$ cat config.mk
export PLATFORM = sky130hd
export DESIGN_NAME = adc_spi_sampler
export DESIGN_NICKNAME = d
export VERILOG_FILES = /design/src/rtl/adc_spi_sampler.sv
export SDC_FILE = /design/constraint.sdc
export NUM_CORES = 1
export LEC_CHECK = 0
export CAP_MARGIN = 20
export CORE_MARGIN = 2
export CORE_UTILIZATION = 57
export CTS_CLUSTER_DIAMETER = 100
export DETAILED_ROUTE_END_ITERATION = 7
export GPL_ROUTABILITY_DRIVEN = 0
export PLACE_DENSITY = 0.89
export SLEW_MARGIN = 20
export SYNTH_ARGS = -nofsm -noshare
export SYNTH_HDL_FRONTEND = slang
export SYNTH_SLANG_ARGS = --single-unit
export TNS_END_PERCENT = 10
$ cat constraint.sdc
create_clock -name clk -period 2 [get_ports clk]
set_input_delay 0.4 -clock clk [delete_from_list [all_inputs] [get_ports clk]]
set_output_delay 0.4 -clock clk [all_outputs]
set_load 0.005 [all_outputs]
$ cat src/rtl/adc_spi_sampler.sv
// adc_spi_sampler: paces audio sampling and reads one 16-bit frame from a 12-bit SPI ADC per tick.
// Define ADC_OFFSET_REMOVE_EN to deliver DC-centred two's complement samples instead of raw codes.
module adc_spi_sampler #(
  parameter int SCLK_DIV   = 4,
  parameter int SAMPLE_DIV = 12500,
  parameter int FRAME_BITS = 16,
  parameter int DATA_W     = 12
) (
  input  logic              clk,
  input  logic              rst,
  input  logic              enable,
  input  logic              adc_miso,
  output logic              adc_sclk,
  output logic              adc_cs_n,
  output logic [DATA_W-1:0] adc_data,
  output logic              adc_valid,
  output logic              overrun
);

  localparam int TICK_W = $clog2(SAMPLE_DIV);
  localparam int DIV_W  = (SCLK_DIV > 1) ? $clog2(SCLK_DIV) : 1;
  localparam int BIT_W  = (FRAME_BITS > 1) ? $clog2(FRAME_BITS) : 1;

  typedef enum logic [1:0] {IDLE, SETUP, SHIFT, DONE} state_t;

  state_t              state;
  logic [TICK_W-1:0]   tick_cnt;
  logic                tick;
  logic [DIV_W-1:0]    div_cnt;
  logic                div_last;
  logic [BIT_W-1:0]    bit_cnt;
  logic                bit_last;
  logic [DATA_W-1:0]   shift;
  logic [DATA_W-1:0]   sample_word;

  assign tick     = enable && (tick_cnt == TICK_W'(SAMPLE_DIV - 1));
  assign div_last = (div_cnt == DIV_W'(SCLK_DIV - 1));
  assign bit_last = (bit_cnt == BIT_W'(FRAME_BITS - 1));

  // Only the last DATA_W bits of the frame are kept; the leading zeros fall off the top.
`ifdef ADC_OFFSET_REMOVE_EN
  assign sample_word = {~shift[DATA_W-1], shift[DATA_W-2:0]};
`else
  assign sample_word = shift;
`endif

  // NOTE: sequential state uses non-blocking assignments so every register samples pre-edge values.
  always_ff @(posedge clk or negedge rst) begin
    if (!rst) begin
      tick_cnt <= '0;
    end else if (!enable || tick) begin
      tick_cnt <= '0;
    end else begin
      tick_cnt <= tick_cnt + 1'b1;
    end
  end

  // NOTE: the shift register is a handful of flops, not a memory, so it is reset with the rest.
  always_ff @(posedge clk or negedge rst) begin
    if (!rst) begin
      state     <= IDLE;
      adc_cs_n  <= 1'b1;
      adc_sclk  <= 1'b1;
      adc_data  <= '0;
      adc_valid <= 1'b0;
      overrun   <= 1'b0;
      div_cnt   <= '0;
      bit_cnt   <= '0;
      shift     <= '0;
    end else begin
      adc_valid <= 1'b0;
      if (tick && state != IDLE) overrun <= 1'b1;
      case (state)
        IDLE: begin
          if (tick) begin
            state    <= SETUP;
            adc_cs_n <= 1'b0;
            div_cnt  <= '0;
          end
        end
        SETUP: begin
          if (div_last) begin
            state    <= SHIFT;
            adc_sclk <= 1'b0;
            div_cnt  <= '0;
            bit_cnt  <= '0;
          end else begin
            div_cnt <= div_cnt + 1'b1;
          end
        end
        SHIFT: begin
          if (!div_last) begin
            div_cnt <= div_cnt + 1'b1;
          end else begin
            div_cnt <= '0;
            if (!adc_sclk) begin
              // The ADC changes MISO on the falling edge, so it is stable at the rising one.
              adc_sclk <= 1'b1;
              shift    <= {shift[DATA_W-2:0], adc_miso};
            end else if (bit_last) begin
              state     <= DONE;
              adc_cs_n  <= 1'b1;
              adc_valid <= 1'b1;
              adc_data  <= sample_word;
            end else begin
              adc_sclk <= 1'b0;
              bit_cnt  <= bit_cnt + 1'b1;
            end
          end
        end
        DONE:    state <= IDLE;
        default: state <= IDLE;
      endcase
    end
  end

endmodule

==> impl_metrics.yaml <==
grt:
  overflow: 0
  antenna_found_initial: 0
  grt_pass1_vias: 1527
  grt_max_degree: 51
  grt_pass1_wl_mm: 6.84
  grtUsageTotal: 0.198
critical_path:
  cp-start-kind: "flip-flop"
  crit_fanout: 10
  end_kind: "flip-flop"
  rr_startpoint: "state[0]"
  cp_data_required_time_ns: 2.25
  reg2regPathDepth: 5
  r2r_setup_slack_ns: 0.21
  r2r_end: "bit_cnt[0]"
  crit_arrival_ns: 2.04
  worstSetupPathType: "flip-flop to flip-flop"
  crit_start: "state[0]"
logic_synthesis:
  yosysTopAreaCellShare: 0.515
  syn_nets: 201
  ys_seq_elements: 50
  ys_warn_count: 0
  ys.flop_type: "dfrtp_1"
  syn_area_sq_um: 2330
  syn_area_per_cell_sq_um: 12.3
  ys_types: 48
  syn_inst: 190
  synth-edff-count: 0
  synth-seq-area-share: 0.538
  yosysTopAreaCell: "dfrtp_1"
  synthTopCellsByArea: "dfrtp_1 52%, mux2_2 12%, xor2_1 4.1%"
  async_flop_share: 1.00
timing:
  worst_hold_slack_ns: 0.178
  setup_violations: 0
  tns_ns: 0
  fin_crit_sh: 0.897
  rsz0062_at_grt: "false"
  fmax_mhz: 558
  drv_slew: 0
  finalWorstPathRequiredPeriod_ns: 1.79
  worst_slew_pin_slew_ns: 0.607
  clock_skew_ns: 0.00401
  hold_viol_final: 0
  max_slew_margin: 0.595
cts:
  cts.sinks: 50
  clkTransAtPathRegs_ns: 0.09
  post_cts_buffers: 0
  htreeDepth: 2
  cts-resized-gates: 0
  cts.path.max_buffers: 2
  cts_tree: "built"
  cts_buffers: 5
  root_buffer: "clkbuf_8"
  holdBufCountCts: 0
  clk_latency_ns: 0.30
floorplan:
  io_pins: 20
  core.rowCount: 23
  core_area_sq_um: 3970
  start_util: 0.587
  die_w_um: 68.0
  die_y_um: 68.0
  dieArea_sq_um: 4620
placement:
  dp.cells: 261
  io_buffers: 19
  hpwl_mm: 2.89
  place_area_sq_um: 2610
drt:
  drt_iter0_drc: 90
  ant_nets: 0
  drc_errors: 0
  wirelength_mm: 4.11
  routed_via_density: 5.60
  vias: 1507
  drt_pass1_iterations: 5
  wl_per_cell_um: 15.3
cells_and_area:
  fin_nets: 229
  syn2layout_area_growth_pct: 15.9
  stdcell_count: 269
  layout-drive-gt1-share: 0.247
  fin_area_sq_um: 2700
  antenna_cells: 0
power:
  cellPowerDensity_nw_per_um2: 618
  ir_drop_uv: 647
  p_leak_uw: 0.00128
run:
  maxCapViolCount: 0
run_status:
  outcome: "finished clean"
min_path:
  hold_path.class: "input pin to async pin"
[critical path: stages, from the launching register on]
cell	delay (ns)
dfrtp_1	0.37
inv_1	0.10
ha_1	0.36
o21ai_2	0.15
or4b_2	0.66
nand3_1	0.10
[power by group]
group          total, uW  internal [uW]  switching (uW)  leakage [uW]
Combinational       49.3           17.7            31.6      0.000559
Sequential          1020           1020            6.78      0.000676
Clock                598            250             347     0.0000408
[cell usage in the layout (no fill, tap or decap), types with 2 or more instances in the layout]
| cell type | count |
|---|---|
| nor3b_1 | 2 |
| mux2i_1 | 2 |
| buf_4 | 8 |
| dfrtp_1 | 48 |
| nand2_1 | 10 |
| xor2_1 | 11 |
| dfstp_2 | 2 |
| clkinvlp_4 | 2 |
| nand4_1 | 5 |
| clkbuf_8 | 5 |
| and2_1 | 2 |
| clkdlybuf4s50_1 | 18 |
| nor2_1 | 18 |
| mux2_2 | 24 |
| and4_1 | 3 |
| a21oi_1 | 3 |
| inv_1 | 8 |
| nand3_1 | 11 |
| ha_1 | 7 |
[registers in the layout, summed over array words and instances, names as in the netlist]
signal and cells:
tick_cnt 14, adc_data 12, sample_word 12, bit_cnt 4
div_cnt 2, state 2, adc_cs_n 1, adc_sclk 1
adc_valid 1, overrun 1
[stage by stage]
| step | utilization | worst slack (ns) | power, uW |
|---|---|---|---|
| after floorplan | - | 0.322 | 1060 |
| after global placement | 0.657 | 0.121 | 1090 |
| after detailed placement | 0.657 | 0.0532 | 1090 |
| after CTS | 0.680 | 0.201 | 1690 |
| after global routing | 0.680 | 0.0337 | 1740 |
| final | 0.680 | 0.207 | 1670 |
[kinds of logic (layout without fill, tap and decap cells)]
logic type                 Yosys count  after routing  synth area share
buffers and inverters               14             43            0.0258
AOI/OAI and AO/OA                   17             17            0.0671
DFF                                 50             50             0.538
xor gates and xnor gates            12             12            0.0451
muxes                               26             26             0.125
adders and majority gates            7              7            0.0376
and+or+nand+nor                     64             64             0.162
[synth_stat cells, types with 2 or more instances]
cell and instances:
dfstp_2 2, a21oi_1 3, inv_1 8, and4_1 3
nor2_1 18, xor2_1 11, nor3b_1 2, nand2_1 10
dfrtp_1 48, nand4_1 5, mux2i_1 2, buf_2 2
mux2_2 24, ha_1 7, nand3_1 11, and2_1 2
[routing by layer]
metal | routed length [um] | global-route usage | part of all wire | up-vias
met5 | 0 | 0 | 0 | -
met4 | 57 | 0.0750 | 0.014 | 0
met3 | 129 | 0.0576 | 0.031 | 9
met2 | 2060 | 0.313 | 0.50 | 26
met1 | 1870 | 0.258 | 0.45 | 740
li1 | - | - | - | 732
[cell type report]
cell class,count,area (sq um)
multi-input combinational,126,1020
clock buffer,5,68.8
inverter,8,30.0
clock inverter,3,23.8
fill,275,1270
tap,50,62.6
sequential,50,1250
timing repair buffer,27,245
[worst max path at each step]
stage / cells past startpoint / to / slack, ns
final: 5 / bit_cnt[0] / 0.21
after global routing: 6 / bit_cnt[0] / 0.03
after CTS: 1 / adc_sclk / 0.20
after detailed placement: 5 / div_cnt[0] / 0.05
after global placement: 5 / div_cnt[0] / 0.12
after floorplan: 6 / bit_cnt[0] / 0.32
No activity file was read; power rests on OpenSTA's default activity.
